<file path="src/rtl/sipo_window.sv">
// Serial-in / parallel-out window buffer with valid/ready on both sides.
// Block mode emits non-overlapping frames; sliding mode emits a window per sample once full.
module sipo_window #(
    parameter int BIT   = 8,
    parameter int NDATA = 3,
    parameter int SLIDE = 0,
    parameter int CW    = $clog2(NDATA + 1)
) (
    input  logic                 i_clk,
    input  logic                 i_rst,
    input  logic                 i_clear,
    input  logic                 i_valid,
    output logic                 o_ready,
    input  logic [BIT-1:0]       i_data,
    output logic                 o_valid,
    input  logic                 i_ready,
    output logic [BIT*NDATA-1:0] o_data,
    output logic [CW-1:0]        o_count
);

    localparam logic [CW-1:0] FULL    = CW'(NDATA);
    localparam logic [CW-1:0] NEARLY  = CW'(NDATA - 1);

    logic [BIT-1:0] elem [NDATA];
    logic           acc;
    logic           fire;
    logic [CW-1:0]  count_nxt;
    logic           valid_nxt;

    // A held window blocks new samples unless it is leaving this same cycle.
    assign o_ready = !i_clear && (!o_valid || i_ready);
    assign acc     = i_valid && o_ready;
    assign fire    = o_valid && i_ready;

    always_ff @(posedge i_clk) begin
        if (i_rst) begin
            for (int k = 0; k < NDATA; k++) begin
                elem[k] <= '0;
            end
        end else if (acc) begin
            for (int k = 0; k < NDATA - 1; k++) begin
                elem[k] <= elem[k+1];
            end
            elem[NDATA-1] <= i_data;
        end
    end

    always_comb begin
        count_nxt = o_count;
        valid_nxt = o_valid && !fire;
        if (SLIDE == 0) begin
            if (fire && acc) begin
                count_nxt = CW'(1);
            end else if (fire) begin
                count_nxt = '0;
            end else if (acc) begin
                count_nxt = o_count + CW'(1);
            end
            if (acc && count_nxt == FULL) begin
                valid_nxt = 1'b1;
            end
        end else begin
            // Count saturates at full; a downstream take never empties the window.
            if (acc && o_count != FULL) begin
                count_nxt = o_count + CW'(1);
            end
            if (acc && o_count >= NEARLY) begin
                valid_nxt = 1'b1;
            end
        end
    end

    always_ff @(posedge i_clk) begin
        if (i_rst || i_clear) begin
            o_count <= '0;
            o_valid <= 1'b0;
        end else begin
            o_count <= count_nxt;
            o_valid <= valid_nxt;
        end
    end

    always_comb begin
        o_data = '0;
        for (int k = 0; k < NDATA; k++) begin
            o_data[BIT*k +: BIT] = elem[k];
        end
    end

endmodule
</file>
<file path="config.mk">
export PLATFORM = sky130hd
export DESIGN_NAME = sipo_window
export DESIGN_NICKNAME = d
export VERILOG_FILES = /design/src/rtl/sipo_window.sv
export SDC_FILE = /design/constraint.sdc
export NUM_CORES = 1
export LEC_CHECK = 0
export CORE_ASPECT_RATIO = 1.25
export CORE_MARGIN = 2
export CORE_UTILIZATION = 42
export DETAILED_ROUTE_END_ITERATION = 8
export GPL_TIMING_DRIVEN = 0
export HOLD_SLACK_MARGIN = 0.06
export PLACE_DENSITY = 0.77
export SYNTH_ARGS = -nofsm -noshare
export SYNTH_HDL_FRONTEND = slang
export SYNTH_SLANG_ARGS = --single-unit
</file>
<file path="constraint.sdc">
create_clock -name i_clk -period 2.9 [get_ports i_clk]
set_clock_uncertainty 0.15 [all_clocks]
set_input_delay 0.29 -clock i_clk [delete_from_list [all_inputs] [get_ports i_clk]]
set_output_delay 0.29 -clock i_clk [all_outputs]
set_load 0.02 [all_outputs]
</file>
==> results by stage, run 1 <==
Global routing:
- The final global-route overflow total is 0.
- The first global-routing pass estimated 2.84 mm of wire.
- The number of antenna violations at the first check in global routing is 0.
- Global routing used 13.0% of the available tracks across all layers.
- The via count of the first global-routing pass was 665.
- The maximum number of pins on one net before global-route repair is 21.

Detailed routing:
- The average wire per cell in the routed design is 12.3 um.
- The violation count after the first detailed-routing iteration is 9.
- The wire length after detailed routing is 1.82 mm.
- In the routed design, unresolved DRC markers number 0.
- The detail route stage leaves a number of antenna-violating nets equal to 0.
- The number of detailed-routing iterations run before antenna repair is 4.
- The routed layout has 681 vias.
- The per-cell via count in the routed design is 4.60.

Timing:
- The transition time at the pin with the least slew margin is 0.382 ns.
- The final setup violation count is 0.
- After layout, the minimum clock period comes to 2.10 ns.
- The share of the clock period used by the worst path is 72.5%.
- The setup slack of the critical path after layout is 0.798 ns.
- The worst relative slew slack is 74.5%.
- The count of pins over their slew limit is 0.
- The final hold violation count is 0.
- Setup repair after global routing left no endpoint under its margin.
- For this run, the top clock speed supported by timing is 476 MHz.

Hold path:
- The tightest min-delay check is of the reg -> reg type.

Cells and area:
- Leaving out fill and tap cells, the most frequent cell in the layout is sky130_fd_sc_hd__clkdlybuf4s50_1.
- From synthesis to final layout, the design area changed by 46.9%.
- The post-route netlist has 8.70% of its cells at a drive strength greater than 1.
- At the end of the flow, the number of nets in the layout was 129.
- The repair_antennas step left the layout with diodes totalling 0.
- Cells fill 64.4% of the core in the end.
- The area taken by multi-input logic gates is 265 sq um.
- The number of filler instances in the final layout is 208.
- In the layout the commonest cells are sky130_fd_sc_hd__clkdlybuf4s50_1 (40), sky130_fd_sc_hd__and2_1 (24), sky130_fd_sc_hd__edfxtp_1 (24).
- With fillers left out, the area of the finished cells amounts to 1560 sq um.
- The area taken by flip-flops and latches is 781 sq um.

Clock network:
- The maximum buffer depth of the clock tree is 2.
- The cell at the root of the clock tree is sky130_fd_sc_hd__clkbuf_4.
- The CTS tree is built.
- The number of gates resized after cts is 0.
- Buffers added to address setup during post-CTS repair amount to 0.
- The number of H-tree levels is 1.
- The number of clock buffers added by TritonCTS is 3.
- The clock reaches the later pin of the worst-skew pair after 0.31 ns.
- The clock sink total is 27.
- The number of hold buffers added after CTS is 0.
- After clock tree synthesis, the clock-pin slew on the worst setup and hold paths is 0.12 ns.

Pwr:
- The power density over the cells is 466 nW/um^2.
- The share of total power in sequential cells is 62.6%.
- The analysis attributes to cell leakage a power of 0.000563 uW.
- The share of total power consumed by net switching is 22.5%.
- The maximum resistive drop on vdd is 378 uV.
- The share of total power in the clock network is 20.7%.
- Cell internal power was estimated by the tool at 565 uW.
- In this run the power spent charging and discharging nets is 164 uW.
- Combinational logic burns 16.7% of the power.

Placed design:
- The number of port buffers is 40.
- The wire-length estimate of the detail-placed layout is 1.45 mm.
- The congestion estimate from routability-driven global placement came to 0.681.
- The placed instance area is 1540 sq um.
- The pre-CTS setup slack is 0.695 ns.

Synth:
- The most instantiated flip-flop cell in the synthesis netlist is sky130_fd_sc_hd__edfxtp_1.
- In this run, synthesis produced a sequential element count of 27.
- Yosys printed 0 warnings.
- After synthesis the cells add up to 1060 sq um.
- The cell count after synthesis is 70.
- Yosys mapped a number of flops with a built-in enable equal to 24.
- The synthesized area per cell is 15.2 sq um.
- The distinct cell type count of the synthesized netlist is 21.
- The part of the Yosys area used for sequential elements is 73.3%.
- The net count after synthesis is 83.
- For this run, asynchronously set or reset flops after synthesis account for 0%.

Worst setup path:
- The largest fanout on the critical path is 8.
- The worst setup path is launched from a primary input.
- STA classifies the critical path endpoint as an output pin.
- The critical path arrival is 1.66 ns.
- The data required time of the critical path is 2.46 ns.
- The setup path with the least slack is of type in -> out.
- For flop-to-flop paths, the worst setup slack is 1.18 ns.

Die:
- Pin placement for this block handled 41 I/O pins.
- The die covers 2960 sq um.
- The floorplan has 20 rows.
- The die is 60.3 um tall.
- The die is 49.0 um wide.
- Once the floorplan was initialized, standard cells occupied 43.9% of the core.
- The area of the placeable core is 2430 sq um.

Flow run:
- The tool flagged a number of max-cap violations equal to 0.

Status:
- The flow ran to the end, and the final reports show no timing, DRC or antenna violations.
[synth_stat cells (2+ instances only)]
cell	count	share of area (%)
sky130_fd_sc_hd__dfxtp_1	3	5.6
sky130_fd_sc_hd__clkbuf_1	2	0.71
sky130_fd_sc_hd__edfxtp_1	24	68
sky130_fd_sc_hd__and2_1	24	14
[layer usage]
layer | vias up | part of all wire, % | track usage (%)
li1 | 340 | - | -
met1 | 314 | 37 | 12.2
met2 | 27 | 55 | 24.9
met3 | 0 | 7.9 | 5.00
met4 | 0 | 0 | 6.12
met5 | - | 0 | 0
[cell type report]
class	count	share of cell area, %
Clock buffer	4	1.68
Multi-Input combinational cell	39	17.0
Tap cell	33	2.64
Timing Repair Buffer	41	27.4
Buffer	3	1.20
Sequential cell	27	49.9
Inverter	1	0.240
[metrics by stage]
step	total power, uW	TNS, ns	cells	hold slack [ns]
global placement	580	-3.53	143	0.341
detailed placement	589	0	144	0.373
CTS	736	0	148	0.391
global route	760	0	148	0.418
floorplan	515	0	70	0.246
finish	729	0	148	0.382
[worst paths after layout]
kind	from	to	cells past startpoint
worst min-delay path	o_count[1]	o_count[1]	2
worst max register to register	o_valid	elem[0][22]	5
worst max-delay path	i_ready	o_ready	5
worst min register to register	o_count[1]	o_count[1]	2
[sequential cells by signal, summed over array words and instances (netlist names)]
signal and count:
o_valid 1, elem 24, o_count 2
[power by group through the flow]
stage / Clock, uW / Combinational, uW / Sequential, uW
floorplan: 0 / 19.3 / 496
global placement: 0 / 114 / 466
detailed placement: 0 / 123 / 466
CTS: 156 / 124 / 457
global route: 171 / 129 / 460
finish: 151 / 122 / 456
[logic make-up (layout without fill, tap and decap cells)]
family	after synthesis	after routing	share of synthesized area [%]
flops	27	27	73.3
compound gates	7	7	5.29
simple gates	32	32	19.3
buf+inv	4	49	2.12
[critical path, stage by stage]
cell                              delay (ns)
sky130_fd_sc_hd__clkdlybuf4s50_1        0.50
sky130_fd_sc_hd__nor2b_1                0.06
sky130_fd_sc_hd__buf_6                  0.13
sky130_fd_sc_hd__nor2_1                 0.08
sky130_fd_sc_hd__clkdlybuf4s50_1        0.60
Power figures use the tool's default switching activity.
==> run 2: changes to the inputs <==
==> constraint.sdc (replaced) <==
create_clock -name i_clk -period 2.05 [get_ports i_clk]
set_clock_uncertainty 0.15 [all_clocks]
set_input_delay 0.205 -clock i_clk [delete_from_list [all_inputs] [get_ports i_clk]]
set_output_delay 0.205 -clock i_clk [all_outputs]
set_load 0.02 [all_outputs]
==> run 2 against run 1 <==
Worst hold slack got worse by 0.025 ns. Die area did not move. First-iteration DRC count is 56% lower. Sequential power grew 42%. Critical path type is now reg -> reg.
==> results by stage, run 2 (synthesis gave the netlist of run 1 again) <==
Cells and area:
- The number of cells in the finished layout apart from fillers is 147.
- The layout has 202 filler cells.
- The flip-flop count of the largest register, all copies and words added is 24.
- The number of antenna diodes in the final layout is 0.
- The top cell types in the final layout, fill and taps aside, are sky130_fd_sc_hd__clkdlybuf4s50_1 (39), sky130_fd_sc_hd__and2_1 (24), sky130_fd_sc_hd__edfxtp_1 (24).
- The largest registers in the layout are elem x24, o_count x2, o_valid x1.
- The net count of the finished layout is 128.
- In the final layout, the share of cells above drive strength 1 is 8.77%.
- After routing the design area is 1550 sq um.
- The most common cell after layout, fill and taps aside is sky130_fd_sc_hd__clkdlybuf4s50_1.
- The top register by number of flip-flops is elem.
- Relative to the synthesized area, the layout overhead comes to 45.6%.

Pwr:
- The maximum resistive drop on vdd is 462 uV.
- The power density over the cells is 670 nW/um^2.
- The analysis attributes to cell leakage a power of 0.000559 uW.

Die:
- The die extent in x is 49.0 um.
- The die outline height is 60.3 um.
- The floorplan has 20 rows.
- The total die area is 2960 sq um.
- After floorplanning, the core was sized to cover 2430 sq um.
- The boundary pin count is 41.
- The initial core utilization is 43.9%.

Global routing:
- The via count of the first global-routing pass is 730.
- The number of antenna violations at the first check in global routing is 0.
- The final global-route overflow total is 0.
- Entering global routing, the biggest net connects 25 pins.
- In the global route stage, overall resource usage came out at 14.5%.
- The first global-routing pass estimated 3.11 mm of wire.

Clock network:
- After clock tree synthesis, the flow added hold-fix buffers numbering 0.
- TritonCTS built the clock tree.
- Once the clock tree was built, the setup fixing pass inserted 0 buffers.
- No sink is reached through more buffers than the 2 on the longest clock path.
- CTS built an H-tree with a depth of 1.
- The cell at the root of the clock tree is sky130_fd_sc_hd__clkbuf_4.
- In this run, CTS created clock tree buffers numbering 3.
- For the worst-skew pair, the clock arrives at the later sink with an insertion delay of 0.32 ns.
- The clock sink total is 27.
- The clock transition time at the flip-flop clock pins of the worst setup and hold paths is 0.14 ns.

Worst setup path:
- For flop-to-flop paths, the worst setup slack is 0.27 ns.
- The critical path ends at elem[0][1].
- The classification of the worst setup path is reg -> reg.
- The source of the critical timing path is o_valid.
- The endpoint of the worst-slack reg-to-reg timing path is elem[0][1].
- Measured in cells, the most critical reg-to-reg path has a length of 5.
- STA puts the critical path data required time at 2.10 ns.
- The worst setup path is captured at a flip-flop.
- Data on the critical path arrives at its endpoint at 1.83 ns.
- STA classifies the critical path startpoint as a flip-flop.
- Of all nets on the critical path, the largest fanout is 10.
- In this run the critical register-to-register path is launched from o_valid.

Placed design:
- The number of port buffers is 40.
- The detailed placer's ending HPWL is 1.38 mm.
- The placed instances occupy a cell area of 1510 sq um.
- The placed cell count is 143.
- The final estimated routing congestion in global placement is 0.622.

Timing:
- At the pin with the least slew margin, the transition time is 0.671 ns.
- The final hold violation count came to 0.
- The worst relative slew slack is 55.1%.
- The share of the clock period used by the worst path is 86.7%.
- The count of pins over their slew limit is 0.
- Setup violations remaining at the end of the flow were counted as 0.
- The routed design could run at a clock period as short as 1.78 ns.
- For this run, the top clock speed supported by timing is 563 MHz.
- Setup repair after global routing left no endpoint under its margin.

Detailed routing:
- The per-cell via count in the routed design is 4.69.
- The DRC violations left is 0.
- The via total after detailed routing is 690.
- In this run, the number of DRC markers left after iteration 0 of detailed routing was 4.
- Once detail routing completed, the nets flagged for antenna violations numbered 0.
- The average wire per cell in the routed design is 12.6 um.
- The wire length after detailed routing is 1.85 mm.
- The pre-antenna-repair detailed-routing pass consisted of 3 iterations.

Status:
- The flow ran to the end, and the final reports show no timing, DRC or antenna violations.

Hold path:
- The path class of the tightest hold or removal check is in -> reg.

Flow run:
- Max-cap violations in this run came to 0.
## run 2: changes by cell type in the layout (fill, tap and decap cells not counted)
cell                              delta
sky130_fd_sc_hd__buf_16              -1
sky130_fd_sc_hd__clkbuf_1            -1
sky130_fd_sc_hd__clkdlybuf4s50_1     -1
sky130_fd_sc_hd__clkinvlp_4          +1
sky130_fd_sc_hd__dlymetal6s2s_1      +1
sky130_fd_sc_hd__o21bai_2            -1
sky130_fd_sc_hd__o21bai_4            +1
## run 2: worst min-delay path by stage
stage               start    endpoint  slack [ns]  cells after the start
6_report          i_ready  o_count[1]        0.36                      2
5_1_grt           i_ready  o_count[1]        0.36                      2
4_1_cts           i_ready  o_count[1]        0.34                      2
2_1_floorplan     i_ready  o_count[1]        0.16                      1
3_5_place_dp   o_count[1]  o_count[1]        0.36                      2
3_3_place_gp   o_count[1]  o_count[1]        0.34                      2
## run 2: final cells by class
| type | count | area [sq um] | area share [%] |
|---|---|---|---|
| flip-flops and latches | 27 | 781 | 50.4 |
| well taps | 33 | 41.3 | 2.66 |
| plain buffers | 3 | 18.8 | 1.21 |
| clock inverters | 1 | 7.51 | 0.484 |
| multi-input cells | 39 | 273 | 17.6 |
| clock buffers | 3 | 22.5 | 1.45 |
| repair buffers | 40 | 403 | 26.0 |
| inverters | 1 | 3.75 | 0.242 |
## run 2: layer usage
| layer | wire, um | vias up | global-route usage [%] |
|---|---|---|---|
| met5 | 0 | - | 0 |
| met4 | 30 | 0 | 7.35 |
| met3 | 120 | 5 | 4.75 |
| met2 | 971 | 28 | 27.4 |
| met1 | 732 | 321 | 14.3 |
| li1 | - | 336 | - |
## run 2: metrics by stage
stage	power, uW	setup TNS [ns]	util [%]	worst slack [ns]	hold slack (ns)
floorplan	729	0	-	0.147	0.161
global placement	821	-6.72	62.2	-0.280	0.339
detailed placement	825	-8.34	62.2	-0.312	0.362
CTS	1060	0	63.8	0.00818	0.344
global route	1080	0	63.9	0.125	0.362
finish	1040	0	63.9	0.273	0.358
## run 2: report_power, final
part | internal [uW] | total (uW) | leakage [uW] | switching, uW
combinational | 85.2 | 165 | 0.000268 | 80.1
clock | 74.6 | 227 | 0.0000139 | 153
sequential | 633 | 646 | 0.000277 | 12.8
## run 2: timing repair
action	4_1_cts	5_1_grt
resized for setup	1	1
pin swaps	0	0
setup endpoints to repair	24	1
cloned	0	0
## run 2: worst max-delay path: stages, from the launching register on
cell and delay (ns):
sky130_fd_sc_hd__dfxtp_1 0.37, sky130_fd_sc_hd__nor2b_1 0.15, sky130_fd_sc_hd__buf_6 0.13, sky130_fd_sc_hd__nor3b_2 0.31
sky130_fd_sc_hd__clkbuf_1 0.36, sky130_fd_sc_hd__and2_1 0.19
==> run 3: changes to the inputs <==
--- a/config.mk
+++ b/config.mk
@@ -5,13 +5,14 @@
 export SDC_FILE = /design/constraint.sdc
 export NUM_CORES = 1
 export LEC_CHECK = 0
+export ABC_AREA = 1
 export CORE_ASPECT_RATIO = 1.25
-export CORE_MARGIN = 2
-export CORE_UTILIZATION = 42
+export CORE_UTILIZATION = 43
 export DETAILED_ROUTE_END_ITERATION = 8
 export GPL_TIMING_DRIVEN = 0
 export HOLD_SLACK_MARGIN = 0.06
 export PLACE_DENSITY = 0.77
+export SKIP_LAST_GASP = 1
 export SYNTH_ARGS = -nofsm -noshare
 export SYNTH_HDL_FRONTEND = slang
 export SYNTH_SLANG_ARGS = --single-unit
==> run 3 against run 2 <==
Flip-flop and latch count unchanged. Total power increased by 0.48%. Sequential power hardly changed. Die area fell by 3.6%. Worst hold slack gained 0.013 ns. Global-route usage up 0.56 points. Maximum frequency down 5.9%. Utilization up 0.83 points. Sequential share of layout area shrank 1.7 points. Combinational power grew 11%. Critical endpoint is now elem[0][19]. Highest routed layer unchanged.
==> results by stage, run 3 <==
Status:
- The run finished with clean final reports.

Timing:
- The worst path in the final design needs a cycle of 1.89 ns, including I/O delays and setup.
- Setup repair after global routing left no endpoint under its margin.
- The share of the clock period used by the worst path is 92.2%.
- The aggregate negative setup slack is 0 ns.
- The final setup violation count is 0.
- The setup slack of the critical path after layout is 0.161 ns.
- The maximum frequency from static timing analysis is 529 MHz.
- The worst relative slew slack is 37.1%.
- The count of pins over their slew limit came to 0.
- At the pin with the least slew margin, the transition time is 0.941 ns.
- The final hold violation count is 0.

Global routing:
- The via count of the first global-routing pass is 709.
- The all-layer global routing usage is 15.1%.
- The first global-routing pass estimated 2.93 mm of wire.
- The number of antenna violations at the first check in global routing is 0.
- Entering global routing, the biggest net connects 25 pins.
- The final global-route overflow total is 0.

Detailed routing:
- The remaining antenna violation count after routing is 0.
- For this run, the detailed router's first-pass iteration total came to 4.
- Across all layers, the routed design uses 773 vias.
- After detailed routing, the average wire length per cell comes to 10.3 um.
- In the routed layout, each cell is associated on average with a via count of 4.25.
- After detailed routing, the total wire length is 1.88 mm.
- In the routed design, unresolved DRC markers number 0.
- The first routing iteration left 15 violations.

Die:
- In this run the count of I/O pins placed on the die edge is 41.
- The area of the placeable core is 2480 sq um.
- For this configuration, the core starts out at a cell density of 45.8%.
- The total die area is 2850 sq um.
- From left edge to right edge, the die measures 48.0 um.
- Measured along the y axis, the die boundary spans 59.4 um.
- The floorplan has 20 rows.

Clock network:
- The clock transition time at the flip-flop clock pins of the worst setup and hold paths is 0.13 ns.
- The number of H-tree levels is 1.
- Buffers added to address setup during post-CTS repair amount to 0.
- The root buffer cell chosen for the clock tree is sky130_fd_sc_hd__clkbuf_4.
- The number of hold buffers added after CTS is 0.
- The CTS tree is built.
- For this design, the sink count on the clock tree is 27.
- The number of clock buffers inserted by TritonCTS is 3.
- The number of gates resized after cts is 0.
- The maximum buffer depth of the clock tree is 2.
- The clock latency on the worst-skew pair is 0.31 ns.

Cells and area:
- The largest registers in the layout are elem x24, o_count x2, o_valid x1.
- The library cell used most frequently in the layout, excluding fill and tap cells, is sky130_fd_sc_hd__clkdlybuf4s50_1.
- The net count of the finished layout is 163.
- The antenna cell count is 0.
- In the layout the commonest cells are sky130_fd_sc_hd__clkdlybuf4s50_1 (40), sky130_fd_sc_hd__inv_1 (32), sky130_fd_sc_hd__edfxtp_1 (24).
- The share of layout cells above drive strength 1 is 9.40%.
- The register with the most flip-flops in the layout has 24 of them.
- From synthesis to final layout, the design area changed by 41.2%.
- The register with the most flip-flops in the final layout is elem.
- The number of cells in the finished layout apart from fillers is 182.

Worst setup path:
- The startpoint kind of the worst setup timing path is a primary input.
- The worst setup path is captured at a flip-flop.
- In this run the worst path has a maximum fanout of 24.
- The number of cells traversed by the worst register-to-register path is 3.
- The classification of the worst setup path is in -> reg.
- The worst register-to-register path has a setup slack of 0.21 ns.
- In this run the critical register-to-register path is launched from o_valid.
- The endpoint of the worst-slack reg-to-reg timing path is elem[0][19].
- For the worst setup path, the data arrival time is 1.69 ns.
- The data required time of the critical path is 1.85 ns.

Hold path:
- For hold timing, the worst endpoint is elem[0][21].
- Along the worst hold path, the cell count comes to 3.
- The min-delay analysis places its worst path in the category in -> reg.
- The worst hold path begins at i_data[5].

Synth:
- Of the post-synthesis cell area, the dominant cell type holds 63.5%.
- The cell area after synthesis is 1130 sq um.
- The distinct cell type count of the synthesized netlist is 16.
- The most repeated cell in the gate-level netlist after synthesis is sky130_fd_sc_hd__inv_1.
- The most area-hungry cell type in the Yosys netlist is sky130_fd_sc_hd__edfxtp_1.
- By area the synthesized netlist is led by sky130_fd_sc_hd__edfxtp_1 (64%), sky130_fd_sc_hd__inv_1 (11%), sky130_fd_sc_hd__nor2_1 (6.9%).
- The number of warnings printed during yosys synthesis is 0.
- Counting every instance in the synthesized netlist gives 105.
- For this run, the leading register cell type out of synthesis is sky130_fd_sc_hd__edfxtp_1.
- The synthesis-stage register bit count is 27.
- The commonest cells after synthesis are sky130_fd_sc_hd__inv_1 (32), sky130_fd_sc_hd__edfxtp_1 (24), sky130_fd_sc_hd__nor2_1 (21).
- Summing the sequential cell areas from Yosys gives 68.8% of the chip area.
- The number of nets handed over by synthesis was 118.
- The async set or reset register ratio after synthesis is 0%.
- The synthesized area per cell is 10.8 sq um.
- Counting flops with a built-in enable in the synthesized netlist gives 24.

Placed design:
- At the placement stage, the worst setup path has a slack of -0.192 ns.
- Buffers placed on the I/O ports in this run total 40.
- The placed cell count is 178.
- At the end of routability-driven placement, the weighted congestion stood at 0.700.
- The detailed placer's ending HPWL is 1.48 mm.

Pwr:
- The post-layout total power is 1040 uW.
- The power density over the cells is 651 nW/um^2.
- The maximum resistive drop on vdd is 474 uV.
- The leakage power is 0.000692 uW.

Flow run:
- The number of max-cap violations is 0.
run 3: cell types whose count changed in the layout (fill, tap and decap cells not counted), moves of 2 or more:
cell	before	now
sky130_fd_sc_hd__and2_1	24	0
sky130_fd_sc_hd__inv_1	1	32
sky130_fd_sc_hd__nand2_1	1	7
sky130_fd_sc_hd__nand2_2	0	2
sky130_fd_sc_hd__nand3_1	0	2
sky130_fd_sc_hd__nor2_1	1	21
sky130_fd_sc_hd__nor2_2	0	5
run 3: cells by family after synthesis:
group / share of synthesized area, %
flops: 68.8
buf+inv: 12.6
compound gates: 0.881
simple gates: 17.0
xor+xnor: 0.772
run 3: routing by layer:
metal  vias up  GRT usage, %  part of all wire (%)
met4         0          7.14                   1.2
li1        399             -                     -
met2        22          25.7                    57
met1       350          17.5                    39
met3         2          2.74                   2.9
met5         -             0                     0
run 3: worst max-delay path by stage:
stage	end	slack, ns	startpoint	depth (start not counted)
floorplan	elem[0][0]	0.37	o_valid	3
global placement	elem[0][18]	-0.12	i_ready	5
detailed placement	elem[0][10]	-0.19	i_ready	5
CTS	elem[0][10]	0.16	i_ready	5
global route	elem[0][23]	0.03	i_ready	5
finish	elem[0][19]	0.16	i_ready	5
run 3: metrics by stage:
stage                     hold slack [ns]  cell area (sq um)  util, %
final                               0.371               1600     64.7
after global routing                0.358               1600     64.7
after CTS                           0.363               1600     64.7
after detailed placement            0.355               1580     63.6
after global placement              0.347               1580     63.6
after floorplan                     0.223               1130        -
run 3: layout make-up:
| class | count | area (sq um) |
|---|---|---|
| timing repair buffer | 40 | 400 |
| sequential | 27 | 781 |
| tap | 33 | 41.3 |
| clock buffer | 4 | 26.3 |
| fill | 198 | 875 |
| inverter | 32 | 120 |
| multi-input combinational | 44 | 211 |
| buffer | 2 | 22.5 |
run 3: power breakdown:
group | total (uW) | internal [uW] | leakage [uW] | switching [uW]
combinational | 183 | 87.1 | 0.000400 | 95.5
sequential | 648 | 634 | 0.000278 | 14.2
clock | 213 | 75.8 | 0.0000150 | 137
total | 1040 | 796 | 0.000692 | 247
run 3: critical path: stages:
cell	delay, ns
sky130_fd_sc_hd__clkdlybuf4s50_1	0.47
sky130_fd_sc_hd__inv_1	0.06
sky130_fd_sc_hd__nand2_2	0.06
sky130_fd_sc_hd__nand3_1	0.14
sky130_fd_sc_hd__nand2_1	0.73
